## config.mk

```make
export PLATFORM = sky130hd
export DESIGN_NAME = lsu_store_buffer
export DESIGN_NICKNAME = d
export VERILOG_FILES = /design/src/rtl/lsu_store_buffer.sv
export SDC_FILE = /design/constraint.sdc
export NUM_CORES = 1
export LEC_CHECK = 0
export BUFFER_PORTS_ARGS = -buffer_cell sky130_fd_sc_hd__buf_2
export CORE_UTILIZATION = 40
export CTS_BUF_LIST = sky130_fd_sc_hd__clkbuf_4 sky130_fd_sc_hd__clkbuf_8
export DETAILED_ROUTE_END_ITERATION = 10
export GPL_TIMING_DRIVEN = 0
export PLACE_DENSITY_LB_ADDON = 0.3
export SLEW_MARGIN = 10
export SYNTH_ARGS = -nofsm -noshare
export SYNTH_HDL_FRONTEND = slang
export SYNTH_SLANG_ARGS = --single-unit
```

## constraint.sdc

```tcl
create_clock -name clk -period 4.55 [get_ports clk]
set_input_delay 0.455 -clock clk [delete_from_list [all_inputs] [get_ports clk]]
set_output_delay 0.455 -clock clk [all_outputs]
set_load 0.1 [all_outputs]
```

## src/rtl/lsu_store_buffer.sv

```systemverilog
// Store queue between the LSU and a single-port data RAM: loads win the port and
// forward from the youngest matching queued store; stores drain in order when idle.
module lsu_store_buffer #(
  parameter int DEPTH  = 4,
  parameter int ADDR_W = 32,
  parameter int DATA_W = 32
) (
  input  logic              clk,
  input  logic              rst,
  input  logic              wr_en,
  input  logic [ADDR_W-1:0] wr_addr,
  input  logic [DATA_W-1:0] wr_data,
  input  logic              rd_en,
  input  logic [ADDR_W-1:0] rd_addr,
  output logic [DATA_W-1:0] rd_data,
  output logic              sb_full,
  output logic              sb_empty,
  output logic              overflow,
  output logic [ADDR_W-1:0] mem_addr,
  output logic [DATA_W-1:0] mem_wdata,
  output logic              mem_we,
  output logic              mem_re,
  input  logic [DATA_W-1:0] mem_rdata
);

  localparam int PTR_W = $clog2(DEPTH);
  localparam logic [PTR_W:0] FULL_CNT = (PTR_W+1)'(DEPTH);

  logic [ADDR_W-1:0] q_addr [DEPTH];
  logic [DATA_W-1:0] q_data [DEPTH];
  logic [DEPTH-1:0]  q_valid;
  logic [PTR_W-1:0]  head, tail, idx;
  logic [PTR_W:0]    count;

  logic              drain, push, drop;
  logic              fwd_hit_c, fwd_hit, rd_pending;
  logic [DATA_W-1:0] fwd_data_c, fwd_data, rd_hold;

  always_comb begin
    drain = !rd_en && (count != '0);
    push  = wr_en && ((count < FULL_CNT) || drain);
    drop  = wr_en && !push;
  end

  // Walk oldest to youngest so the last hit is the entry nearest the tail.
  always_comb begin
    fwd_hit_c  = 1'b0;
    fwd_data_c = '0;
    idx        = '0;
    for (int unsigned i = 0; i < DEPTH; i++) begin
      idx = head + PTR_W'(i);
      if (q_valid[idx] && (q_addr[idx][ADDR_W-1:2] == rd_addr[ADDR_W-1:2])) begin
        fwd_hit_c  = 1'b1;
        fwd_data_c = q_data[idx];
      end
    end
  end

  always_comb begin
    mem_we    = 1'b0;
    mem_re    = 1'b0;
    mem_addr  = '0;
    mem_wdata = '0;
    if (!rst) begin
      if (rd_en) begin
        mem_re   = 1'b1;
        mem_addr = rd_addr;
      end else if (count != '0) begin
        mem_we    = 1'b1;
        mem_addr  = q_addr[head];
        mem_wdata = q_data[head];
      end
    end
  end

  always_ff @(posedge clk) begin
    if (push) begin
      q_addr[tail] <= wr_addr;
      q_data[tail] <= wr_data;
    end
  end

  always_ff @(posedge clk or posedge rst) begin
    if (rst) begin
      head       <= '0;
      tail       <= '0;
      count      <= '0;
      q_valid    <= '0;
      overflow   <= 1'b0;
      rd_pending <= 1'b0;
      fwd_hit    <= 1'b0;
      fwd_data   <= '0;
      rd_hold    <= '0;
    end else begin
      // Clear before set: when full with push+pop, head==tail and the slot stays valid.
      if (drain) begin
        q_valid[head] <= 1'b0;
        head          <= head + 1'b1;
      end
      if (push) begin
        q_valid[tail] <= 1'b1;
        tail          <= tail + 1'b1;
      end
      case ({push, drain})
        2'b10:   count <= count + 1'b1;
        2'b01:   count <= count - 1'b1;
        default: count <= count;
      endcase
      overflow   <= drop;
      rd_pending <= rd_en;
      fwd_hit    <= fwd_hit_c;
      fwd_data   <= fwd_data_c;
      if (rd_pending) rd_hold <= rd_data;
    end
  end

  always_comb begin
    if (rd_pending) rd_data = fwd_hit ? fwd_data : mem_rdata;
    else            rd_data = rd_hold;
  end

  assign sb_full  = (count == FULL_CNT);
  assign sb_empty = (count == '0);

endmodule
```

## Word-level counts from Yosys, hierarchy flattened

Memories as Yosys holds them, arrays and structs flattened.
Cells that the tools add are included.
Widths: inputs -> output; s select.

| word-level totals | value |
|---|---|
| output and inout port bits | 101 |
| register bits | 78 |
| RAM bits | 256 |
| input bits | 132 |
| memories | 2 |
| logic and storage cells | 88 |

| operators by class | value |
|---|---|
| reductions and logical operators | 15 |
| $add $sub $neg | 6 |
| multiplexer cells | 38 |
| equality and inequality tests | 7 |
| bitwise gates (word level) | 3 |
| $lt $le $gt $ge | 8 |

Memory list:

| name | depth | bits a word | rd ports | clocked after memory_dff | write ports | line | RTL |
|---|---|---|---|---|---|---|---|
| q_addr | 4 | 32 | 4 | 0 | 1 | 29 | `logic [ADDR_W-1:0] q_addr [DEPTH];` |
| q_data | 4 | 32 | 4 | 0 | 1 | 30 | `logic [DATA_W-1:0] q_data [DEPTH];` |

Operator list:

| operator | count |
|---|---|
| $mux 32 | 12 |
| $eq 30x30->1 | 4 |
| $mux 1 | 17 |
| $lt 2x3->1 const B | 5 |
| $logic_and 1x1->1 | 9 |
| $bmux 1 s2 | 4 |
| $mux 4 | 2 |
| $pmux 3 s2 | 1 |
| $add 2x1->2 const B | 2 |
| $add 2x2->2 const B | 2 |
| $and 4x4->4 | 1 |
| $demux 1 s2 | 2 |
| $ge 2x1->1 const B | 2 |
| $not 4->4 | 1 |
| $or 4x4->4 | 1 |
| $add 3x1->3 const B | 1 |
| $eq 3x3->1 const B | 1 |
| $logic_not 3->1 | 1 |
| $lt 3x3->1 const B | 1 |
| $reduce_bool 3->1 | 1 |
| $sub 3x1->3 const B | 1 |
| $eq 2x1->1 const B | 1 |
| $eq 2x2->1 const B | 1 |
| $logic_not 1->1 | 2 |
| other kinds (2) | 2 |

## Longest topological paths before layout

| logic depth | value |
|---|---|
| depth in word-level cells | 9 |
| mapped depth | 22 |
| depth with buffers taken out | 10 |

## Worst setup path after synthesis

Ideal clock, no wire load.

| timing path | value |
|---|---|
| kind | in2out |
| start point | in rst |
| end point | out mem_addr[19] |
| buffers on the path | 1 |
| arrival time | 4728 ps |
| slack | -633 ps |
| stages | 4 |
| required time | 4095 ps |
| cells stage by stage | inv_1 -> nand2_1 -> clkbuf_1 -> o21ai_0 |

| on the way | value |
|---|---|
| longest elaborated chain between the ends | 1 |

RTL lines:

| element | line | RTL |
|---|---|---|
| start: declaration | 9 | `input logic rst,` |
| $mux 32 | 64 | `if (!rst) begin` |
| end: declaration | 19 | `output logic [ADDR_W-1:0] mem_addr,` |

No other way between the ends.

## Worst setup path in the final report

| timing path | value |
|---|---|
| start point | reg head[0] |
| end point | reg fwd_data[25] |

| on the way | value |
|---|---|
| elaborated cells between the ends (all ways) | 25 |
| classes of those cells | add/sub: 3; eq/ne: 4; mux: 12; reduce/logical: 4; memory: 2 |

RTL lines:

| element | line | RTL |
|---|---|---|
| start: declaration | 32 | `logic [PTR_W-1:0] head, tail, idx;` |
| start signal: assignment | 98 | `head <= head + 1'b1;` |
| $add 2x2->2 (*) | 51 | `idx = head + PTR_W'(i);` |
| named net idx[0] | 32 |  |
| $mem_v2 4x32 or $bmux 1 s2 (tied branches) | n/a |  |
| $eq 30x30->1 or $mux 1 (tied branches) | 52 | `if (q_valid[idx] && (q_addr[idx][ADDR_W-1:2] == rd_addr[ADDR_W-1:2])) begin` |
| $logic_and 1x1->1 | 52 |  |
| $mux 32 (*) | 52 |  |
| named net fwd_data_c[25] | 37 | `logic [DATA_W-1:0] fwd_data_c, fwd_data, rd_hold;` |
| end signal: assignment | 112 | `fwd_data <= fwd_data_c;` |
| end: declaration | 37 |  |

Mark *: on every way through the listed nets, which the timed path passes. The rest lies on a longest branch. The select of a mux whose other input is x is not followed.
A chain may end at the register's enable or synchronous reset.

==> flow_summary.ini <==
[worst_hold_path]
hp-class = primary input to flip-flop

[grt]
grt_max_degree = 49
grt_pass1_vias = 16100
grt_usage_pct = 28.6
grt_first_pass_wirelength_mm = 111
gr-total-overflow = 0
antenna_found_initial = 10

[timing]
slew_violations = 0
setup_viol = 0
clock.fmax_mhz = 222
fin_tns_setup_ps = 0
relSlewSlack_pct = 25.6
period_share_pct = 99.0
finalHoldViolations = 0
rsz0062_at_grt = no
finalCriticalPeriod_ps = 4500
holdWs_ps = 20.1
finalClockSkew_ps = 28.3
tightest_slew_ps = 1120

[logic_synthesis]
synth_compound_area_share_pct = 9.29
synthAdderAreaFrac_pct = 0.630
syn_inst = 1540
synth_top_family_by_area = multiplexers
yosysTopAreaCell = edfxtp_1
synth_edf_count = 256
synth_nets = 1682
synth_area_per_cell_um2 = 13.7
muxShareOfSynthArea_pct = 29.1
yosys_warnings = 0
ys_seq_area_share_pct = 45.8
synth-async-reset-ratio_pct = 23.4
ys_top_cells_by_area = edfxtp_1 37%, mux4_2 22%, dfrtp_1 9.3%, mux2i_1 6.6%, xnor2_1 2.7%
synthXorXnorAreaFrac_pct = 4.37
synth_common_cells = 256 x edfxtp_1, 203 x mux4_2, 139 x mux2i_1
synth.top_cell.area_share_pct = 36.5
ys_seq_elements = 334
ys.flop_type = edfxtp_1
yosysMostFrequentCell = edfxtp_1
synth_area_um2 = 21000
yosysUniqueCellTypes = 65
yosys.area_share.simple_pct = 6.78

[cells_and_area]
drive_gt1_share_pct = 37.9
final_util_pct = 51.1
syn_to_final_growth_pct = 25.4
n_fill_cell = 4410
fin_cells = 2641
fin_nets = 2053

[outcome]
status = completed

[drt]
post_drt_via_cell_ratio = 6.31
wl_mm = 77.4
drtAntennaViolNets = 0
wl_per_cell_um = 29.3
drt-pass1-iter-count = 7
drtIter0Drc = 1762
remaining_drc_errors = 0
vias = 16700

[pwr]
p_leak_nw = 9.56
peakVddDrop_mv = 0.342
p_per_area_nw_per_um2 = 706

[setup_path]
r2r_cells = 17
crit_path_end = fwd_data[25]
end_kind = flip-flop
startpoint = head[0]
required_ps = 5090
reg2reg_to = fwd_data[25]
cp.arrival_ps = 5050
rrSetupSlack_ps = 50
r2r-start = head[0]
cp_max_fo = 10
path_class = flip-flop to flip-flop
startpoint_type = flip-flop

[die]
initial_core_util_pct = 40.8
pin_count = 233
row_count = 83
die-area_um2 = 53500
core_area_um2 = 51600
die_w_um = 231
die_h_um = 231

[clock_network]
cts_tree = yes
clk_pin_slew_ps = 60
numCtsBuffers = 57
cts_buffer_depth = 3
numClockSinks = 334
cts-root-buf = clkbuf_8
clkLatencyLatePin_ps = 670
htreeDepth = 2

[place]
gp_congestion = 1.01
portBuffers = 209
dp.cells = 2435
hpwlAfterDp_mm = 55.0

[flow_run]
maxCapViolCount = 0
-- state kept, by name, summed over array words and instances (netlist names) --
name	cells
head	2
rd_hold	32
tail	2
fwd_data	32
fwd_hit	1
q_addr	128
overflow	1
q_data	128
count	3
q_valid	4
rd_pending	1
-- kinds of logic (layout without fill, tap and decap cells) --
| family | Yosys count | after routing |
|---|---|---|
| AO/OA/AOI/OAI | 285 | 285 |
| XOR/XNOR | 105 | 105 |
| adder cells (fa/ha/maj) | 10 | 10 |
| buffers and inverters | 178 | 594 |
| flip-flops | 334 | 334 |
| multiplexers | 354 | 354 |
| other | 0 | 5 |
| AND/OR/NAND/NOR | 274 | 274 |
-- per-layer routing --
metal  share of wire, %  vias to the layer above  track usage, %  routed length [um]
met3                 10                      181            7.11                8070
li1                   -                     6895               -                   -
met1                 41                     8547            40.6               32100
met2                 44                     1025            42.4               34300
met4                3.8                        6            10.6                2940
met5              0.053                        -               0                  41
-- critical path, stage by stage (launching register included) --
cell,delay (ps)
dfrtp_2,400
buf_12,140
inv_2,50
buf_12,140
clkbuf_16,160
buf_12,130
ha_4,290
buf_12,160
buf_16,150
mux4_2,540
xnor2_2,190
nor4_4,470
nand2_2,190
or3_4,500
buf_6,170
nor3b_2,170
o211ai_1,160
a31oi_4,310
-- worst min-delay path by stage --
| stage | start | endpoint | slack, ps | cells past startpoint |
|---|---|---|---|---|
| final | wr_data[30] | q_data[2][30] | 20 | 1 |
| after CTS | wr_data[30] | q_data[2][30] | 0.2 | 1 |
| after floorplan | rd_hold[2] | rd_hold[2] | 480 | 2 |
| after global placement | rd_hold[19] | rd_hold[19] | 490 | 2 |
| after detailed placement | rst | overflow | 460 | 2 |
| after global routing | wr_data[30] | q_data[2][30] | 4 | 1 |
-- stage by stage --
step	total power [mW]	instance area, um2	setup slack (ps)
floorplan	11.5	21100	11.2
global placement	14.2	23000	-3150
detailed placement	14.2	23100	-3160
CTS	18.0	26000	-10.9
global route	19.3	26400	4.12
finish	18.6	26400	46.0
-- power breakdown --
group / switching (mW) / leakage (nW) / total (mW) / internal [mW]
combinational: 6.57 / 5.64 / 11.7 / 5.09
sequential: 0.372 / 3.31 / 4.19 / 3.82
clock: 1.26 / 0.618 / 2.80 / 1.54
total: 8.20 / 9.56 / 18.6 / 10.4
-- what timing repair did --
| action | 4_1_cts | 5_1_grt |
|---|---|---|
| buffers inserted | 15 | 23 |
| hold buffers | 60 | 0 |
| pin swaps | 21 | 26 |
| cloned | 1 | 3 |
| hold endpoints to repair | 240 | 0 |
| setup endpoints to repair | 76 | 55 |
| gates resized for setup | 208 | 46 |
-- final cells by class --
cell class / count / area (um2) / area share [%]
multi-input cells: 1028 / 11300 / 42.7
plain buffers: 144 / 1110 / 4.21
clock inverters: 19 / 150 / 0.569
repair buffers: 317 / 2230 / 8.46
inverters: 29 / 116 / 0.441
well taps: 680 / 851 / 3.22
flip-flops and latches: 334 / 9640 / 36.5
clock buffers: 85 / 1020 / 3.86
diodes: 5 / 12.5 / 0.0474
-- placed cells by master (no fill, tap or decap), drive strengths merged, types with 34 or more instances in the layout --
| cell type | synthesis | final |
|---|---|---|
| buf | 82 | 332 |
| edfxtp | 256 | 256 |
| mux4 | 204 | 204 |
| clkbuf | 67 | 154 |
| mux2i | 139 | 139 |
| a21oi | 79 | 79 |
| nor2 | 79 | 79 |
| dfrtp | 78 | 78 |
| xnor2 | 65 | 65 |
| dlygate4sd3 | 0 | 60 |
| nand2 | 50 | 50 |
| xor2 | 40 | 40 |
| and2 | 34 | 34 |
(Power assumes the default switching activity.)
